===== src/rtl/axi4_lite_write_arbiter.sv =====
// Round-robin arbiter that shares one AXI4-Lite write slave among several write masters.
// Out-of-window addresses are completed locally with DECERR; one transaction is in flight at a time.
module axi4_lite_write_arbiter #(
  parameter int unsigned NUM_MASTERS   = 2,
  parameter int unsigned ADDRESS_WIDTH = 32,
  parameter int unsigned DATA_WIDTH    = 32,
  parameter logic [ADDRESS_WIDTH-1:0] MIN_ADDRESS = 'h01,
  parameter logic [ADDRESS_WIDTH-1:0] MAX_ADDRESS = 'hff
) (
  input  logic                                aclk,
  input  logic                                aresetn,
  input  logic [NUM_MASTERS-1:0]              s_awvalid,
  output logic [NUM_MASTERS-1:0]              s_awready,
  input  logic [NUM_MASTERS*ADDRESS_WIDTH-1:0] s_awaddr,
  input  logic [NUM_MASTERS*3-1:0]            s_awprot,
  input  logic [NUM_MASTERS-1:0]              s_wvalid,
  output logic [NUM_MASTERS-1:0]              s_wready,
  input  logic [NUM_MASTERS*DATA_WIDTH-1:0]   s_wdata,
  input  logic [NUM_MASTERS*DATA_WIDTH/8-1:0] s_wstrb,
  output logic [NUM_MASTERS-1:0]              s_bvalid,
  output logic [NUM_MASTERS*2-1:0]            s_bresp,
  input  logic [NUM_MASTERS-1:0]              s_bready,
  output logic                                m_awvalid,
  input  logic                                m_awready,
  output logic [ADDRESS_WIDTH-1:0]            m_awaddr,
  output logic [2:0]                          m_awprot,
  output logic                                m_wvalid,
  input  logic                                m_wready,
  output logic [DATA_WIDTH-1:0]               m_wdata,
  output logic [DATA_WIDTH/8-1:0]             m_wstrb,
  input  logic                                m_bvalid,
  input  logic [1:0]                          m_bresp,
  output logic                                m_bready
);

  localparam int unsigned GW = (NUM_MASTERS > 1) ? $clog2(NUM_MASTERS) : 1;
  localparam int unsigned SW = DATA_WIDTH / 8;

  typedef enum logic [2:0] {IDLE, FWD, RESP, ERR_W, ERR_B} state_t;

  state_t          state, state_next;
  logic [GW-1:0]   grant, last_grant;
  logic            aw_done, w_done;
  logic            aw_hs, w_hs;
  logic            winner_found;
  logic [GW-1:0]   winner, cand;
  int unsigned     idx;
  logic [ADDRESS_WIDTH-1:0] winner_addr;
  logic            in_range;

  // Scan starts one past the previous winner so every requester gets a turn.
  always_comb begin
    winner_found = 1'b0;
    winner       = '0;
    idx          = 0;
    cand         = '0;
    for (int unsigned i = 1; i <= NUM_MASTERS; i++) begin
      idx  = (32'(last_grant) + i) % NUM_MASTERS;
      cand = GW'(idx);
      if (!winner_found && s_awvalid[cand]) begin
        winner_found = 1'b1;
        winner       = cand;
      end
    end
  end

  assign winner_addr = s_awaddr[winner*ADDRESS_WIDTH +: ADDRESS_WIDTH];
  assign in_range    = (winner_addr >= MIN_ADDRESS) && (winner_addr <= MAX_ADDRESS);

  always_ff @(posedge aclk or negedge aresetn) begin
    if (!aresetn) begin
      state      <= IDLE;
      grant      <= '0;
      last_grant <= GW'(NUM_MASTERS - 1);
      aw_done    <= 1'b0;
      w_done     <= 1'b0;
    end else begin
      state <= state_next;
      if (state == IDLE) begin
        if (winner_found) begin
          grant      <= winner;
          last_grant <= winner;
        end
        aw_done <= 1'b0;
        w_done  <= 1'b0;
      end else begin
        aw_done <= aw_done | aw_hs;
        w_done  <= w_done | w_hs;
      end
    end
  end

  always_comb begin
    state_next = state;
    aw_hs      = 1'b0;
    w_hs       = 1'b0;
    s_awready  = '0;
    s_wready   = '0;
    s_bvalid   = '0;
    s_bresp    = '0;
    m_awvalid  = 1'b0;
    m_awaddr   = '0;
    m_awprot   = '0;
    m_wvalid   = 1'b0;
    m_wdata    = '0;
    m_wstrb    = '0;
    m_bready   = 1'b0;
    case (state)
      IDLE: begin
        if (winner_found) state_next = in_range ? FWD : ERR_W;
      end
      FWD: begin
        m_awvalid        = s_awvalid[grant] & ~aw_done;
        m_wvalid         = s_wvalid[grant] & ~w_done;
        s_awready[grant] = m_awready & ~aw_done;
        s_wready[grant]  = m_wready & ~w_done;
        m_awaddr         = s_awaddr[grant*ADDRESS_WIDTH +: ADDRESS_WIDTH];
        m_awprot         = s_awprot[grant*3 +: 3];
        m_wdata          = s_wdata[grant*DATA_WIDTH +: DATA_WIDTH];
        m_wstrb          = s_wstrb[grant*SW +: SW];
        aw_hs            = m_awvalid & m_awready;
        w_hs             = m_wvalid & m_wready;
        if ((aw_done | aw_hs) & (w_done | w_hs)) state_next = RESP;
      end
      RESP: begin
        s_bvalid[grant]        = m_bvalid;
        s_bresp[grant*2 +: 2]  = m_bresp;
        m_bready               = s_bready[grant];
        if (m_bvalid & s_bready[grant]) state_next = IDLE;
      end
      ERR_W: begin
        s_awready[grant] = ~aw_done;
        s_wready[grant]  = ~w_done;
        aw_hs            = s_awvalid[grant] & ~aw_done;
        w_hs             = s_wvalid[grant] & ~w_done;
        if ((aw_done | aw_hs) & (w_done | w_hs)) state_next = ERR_B;
      end
      ERR_B: begin
        s_bvalid[grant]       = 1'b1;
        s_bresp[grant*2 +: 2] = 2'b11;
        if (s_bready[grant]) state_next = IDLE;
      end
      default: state_next = IDLE;
    endcase
  end

endmodule


===== config.mk =====
export PLATFORM = sky130hd
export DESIGN_NAME = axi4_lite_write_arbiter
export DESIGN_NICKNAME = d
export VERILOG_FILES = /design/src/rtl/axi4_lite_write_arbiter.sv
export SDC_FILE = /design/constraint.sdc
export NUM_CORES = 1
export LEC_CHECK = 0
export ABC_AREA = 1
export CORE_AREA = 2 2 92 94
export DETAILED_ROUTE_END_ITERATION = 8
export DIE_AREA = 0 0 94 96
export PLACE_DENSITY = 0.73
export REMOVE_ABC_BUFFERS = 1
export SETUP_SLACK_MARGIN = 0.5
export SLEW_MARGIN = 20
export SYNTH_ARGS = -nofsm -noshare
export SYNTH_HDL_FRONTEND = slang
export SYNTH_SLANG_ARGS = --single-unit

===== constraint.sdc =====
create_clock -name aclk -period 2.3 [get_ports aclk]
set_input_delay 0.69 -clock aclk [delete_from_list [all_inputs] [get_ports aclk]]
set_output_delay 0.69 -clock aclk [all_outputs]
set_load 0.01 [all_outputs]

==> results.cfg, run 1 <==
[clock_network]
cts_tree = yes
tritoncts_num_sinks = 7
number_of_buffers_added_by_the_clock_tree_synthesis_step = 3
cts.clk_slew.worst_paths_ps = 40
cts-root-buf = clkbuf_8
post_cts_hold_buffer_count = 0
clk_latency_ps = 230
cts.path.max_buffers = 2
ctsHtreeMaxLevel = 1

[cells_and_area]
layout_overhead_on_the_synthesized_area_pct = 160
area_of_the_multi_input_gates_sq_um = 1690
antenna_cells = 0
final_net_count = 852
layout_utilization_pct = 59.7
fillCellCount = 835
drive_gt1_share_pct = 32.9
register_area_sq_um = 178

[worst_setup_path]
critPathBufInv = 4
crit_chain = inv_2 > nor3_4 > inv_4 > buf_12 > a211oi_2 > buf_2
endpoint_kind = output pin
cpLargestDelayFamily = buffers and inverters
critical_path.slowest_cell = dfrtp_1
critPathMaxStageDelay_ps = 380
timing_worst_setup_path_type = reg -> out
worst_ep_required_time_ps = 1610
cp.arrival_ps = 1540
startpoint_types = flop
crit_path_max_fanout = 11

[routing]
vias_per_cell = 4.54
detailedRoute.firstIterationViolations = 91
ant_nets = 0
num_vias = 3637
drc_errors = 0
drt-total-wl_mm = 11.3
wire_per_inst_um = 14.1
drt_pass1_iterations = 6

[logic_synthesis]
synthesis.area_sq_um = 1850
sequential_cell_area_fraction_in_the_yosys_report_pct = 9.53
ys_warn_count = 0
ys_types = 23
ys_seq_elements = 7
syn-mean-instance-area_sq_um = 4.65
synthCells = 398

[flow_run]
cap_viol_max_count = 0

[sta]
worst_pin_slew_ps = 344
slew_violations = 0
worst_hold_slack_across_all_endpoints_ps = 538
fin_worst_skew_ps = 3.57
timing.final.crit_share_pct = 96.8
hold_viol_final = 0
slew-limit-headroom_pct = 77.0
layout_min_cycle_time_ps = 2230
fmaxAchievable_mhz = 449
setup_viol_count_final = 0
setup_tns_ps = 0
rsz0062_at_grt = yes

[worst_hold_path]
worst_hold_path_type = reg -> reg

[floorplanning]
fp.coreArea_sq_um = 8050
dieArea_sq_um = 9020
fp.dieH_um = 96
row_count = 33
top_level_ports = 239
initial_core_util_pct = 23.0
die_width_um = 94

[grt]
grt_pass1_wl_mm = 16.1
pin_count_of_the_biggest_net_entering_global_routing = 42
grt_antenna_before_repair = 0
grt_remaining_overflow = 0
gr-usage-all-layers_pct = 22.3
first_global_vias = 3468

[power]
ir_drop_uv = 427
power_leakage_uw = 0.00268
power-per-cell-area_nw_per_um2 = 929

[run_status]
outcome = finished clean

[placement]
gpl.final_weighted_congestion = 0.933
dpl_wire_length_mm = 8.60
io_buffer_count = 238
synth_stat cells:
master,number,area share [%]
a211oi_1,5,2.0
a21oi_1,57,15
buf_2,11,3.0
buf_6,2,1.2
clkbuf_1,11,2.2
dfrtp_1,6,8.1
dfstp_2,1,1.4
inv_1,18,3.6
inv_2,5,1.0
inv_4,1,0.34
nand2_1,154,31
nand2_2,3,1.0
nand3_1,2,0.54
nand3_2,3,1.6
nand3b_1,1,0.41
nand4_1,2,0.68
nor2_1,86,17
nor2_2,3,1.0
nor3_1,18,4.9
nor3_2,1,0.54
o21ai_0,4,1.1
o21ai_1,3,0.81
o21bai_1,1,0.41
layer usage:
| metal | up-vias | global-route usage [%] | part of all wire [%] |
|---|---|---|---|
| li1 | 1857 | - | - |
| met1 | 1620 | 25.3 | 39 |
| met2 | 146 | 42.0 | 53 |
| met3 | 14 | 4.62 | 6.6 |
| met4 | 0 | 6.76 | 1.6 |
| met5 | - | 0 | 0 |
power by group:
part | switching [uW] | total [uW] | internal (uW) | leakage, uW
logic | 2170 | 4020 | 1850 | 0.00257
registers | 76.5 | 267 | 191 | 0.0000864
clock network | 56.3 | 177 | 120 | 0.0000228
tightest hold or removal path: cells and delay by family, from the launching register on:
family | cells | cell delay [ps]
buffers and inverters | 1 | 70
AO/OA/AOI/OAI | 1 | 90
flip-flops | 1 | 370
worst paths after layout:
| path | from | end | cells past startpoint | slack (ps) |
|---|---|---|---|---|
| max in group asynchronous | aresetn | last_grant | 1 | 1270 |
| min in group asynchronous | aresetn | state[2] | 1 | 730 |
| min reg2reg | last_grant | last_grant | 2 | 540 |
| max | state[0] | m_awaddr[4] | 6 | 70 |
| max reg2reg | grant | state[1] | 15 | 390 |
| min | last_grant | last_grant | 2 | 540 |
flip-flops by register name, summed over array words and instances (netlist names):
register,cells
grant,1
last_grant,1
state,3
aw_done,1
w_done,1
through the flow:
stage / total power (uW) / setup slack, ps / std cells / area, sq um
final: 4470 / 74.0 / 801 / 4810
after floorplan: 1800 / -928 / 374 / 1730
after global routing: 4850 / -6.67 / 801 / 4810
after detailed placement: 3960 / -464 / 777 / 4770
after global placement: 3920 / -494 / 777 / 4770
after CTS: 3880 / 92.4 / 793 / 4420
cells by family after synthesis:
family | synth area share [%]
DFF | 9.53
buffers and inverters | 11.4
AOI/OAI and AO/OA | 19.7
and+or+nand+nor | 59.3
layout make-up:
class / instances / share of cell area (%)
Clock buffer: 4 / 0.937
Inverter: 24 / 2.13
Multi-Input combinational cell: 343 / 35.2
Sequential cell: 7 / 3.70
Tap cell: 105 / 2.73
Timing Repair Buffer: 317 / 55.1
Timing Repair inverter: 1 / 0.182
cell usage in the layout (no fill, tap or decap), types with 3 or more instances in the layout:
| cell | count |
|---|---|
| a211oi_2 | 5 |
| a21oi_1 | 45 |
| a21oi_2 | 12 |
| buf_12 | 8 |
| buf_2 | 81 |
| buf_4 | 56 |
| buf_6 | 13 |
| clkbuf_16 | 3 |
| clkbuf_8 | 3 |
| clkdlybuf4s50_1 | 27 |
| dfrtp_1 | 5 |
| dlygate4sd2_1 | 119 |
| dlymetal6s2s_1 | 8 |
| inv_1 | 13 |
| inv_2 | 8 |
| nand2_1 | 145 |
| nand2_2 | 6 |
| nand2_4 | 6 |
| nor2_1 | 82 |
| nor2_4 | 5 |
| nor3_1 | 12 |
| nor3_2 | 5 |
| o21ai_0 | 4 |
| o21ai_2 | 3 |
repair_timing:
action                                  in CTS  in global routing
endpoints found under the hold margin        0                  0
endpoints found under the setup margin      85                 89
pin swaps                                   86                 22
setup buffers                               11                  5
gates resized for setup                    478                 74
gates cloned                                 1                  3
Note: power is estimated with default switching activity, not from simulation.
==> run 2, diff against run 1 <==
--- a/config.mk
+++ b/config.mk
@@ -6,6 +6,7 @@
 export NUM_CORES = 1
 export LEC_CHECK = 0
 export ABC_AREA = 1
+export CAP_MARGIN = 10
 export CORE_AREA = 2 2 92 94
 export DETAILED_ROUTE_END_ITERATION = 8
 export DIE_AREA = 0 0 94 96
==> results of run 2 <==
No change in the layout: final DEF, timing and power equal those of run 1.
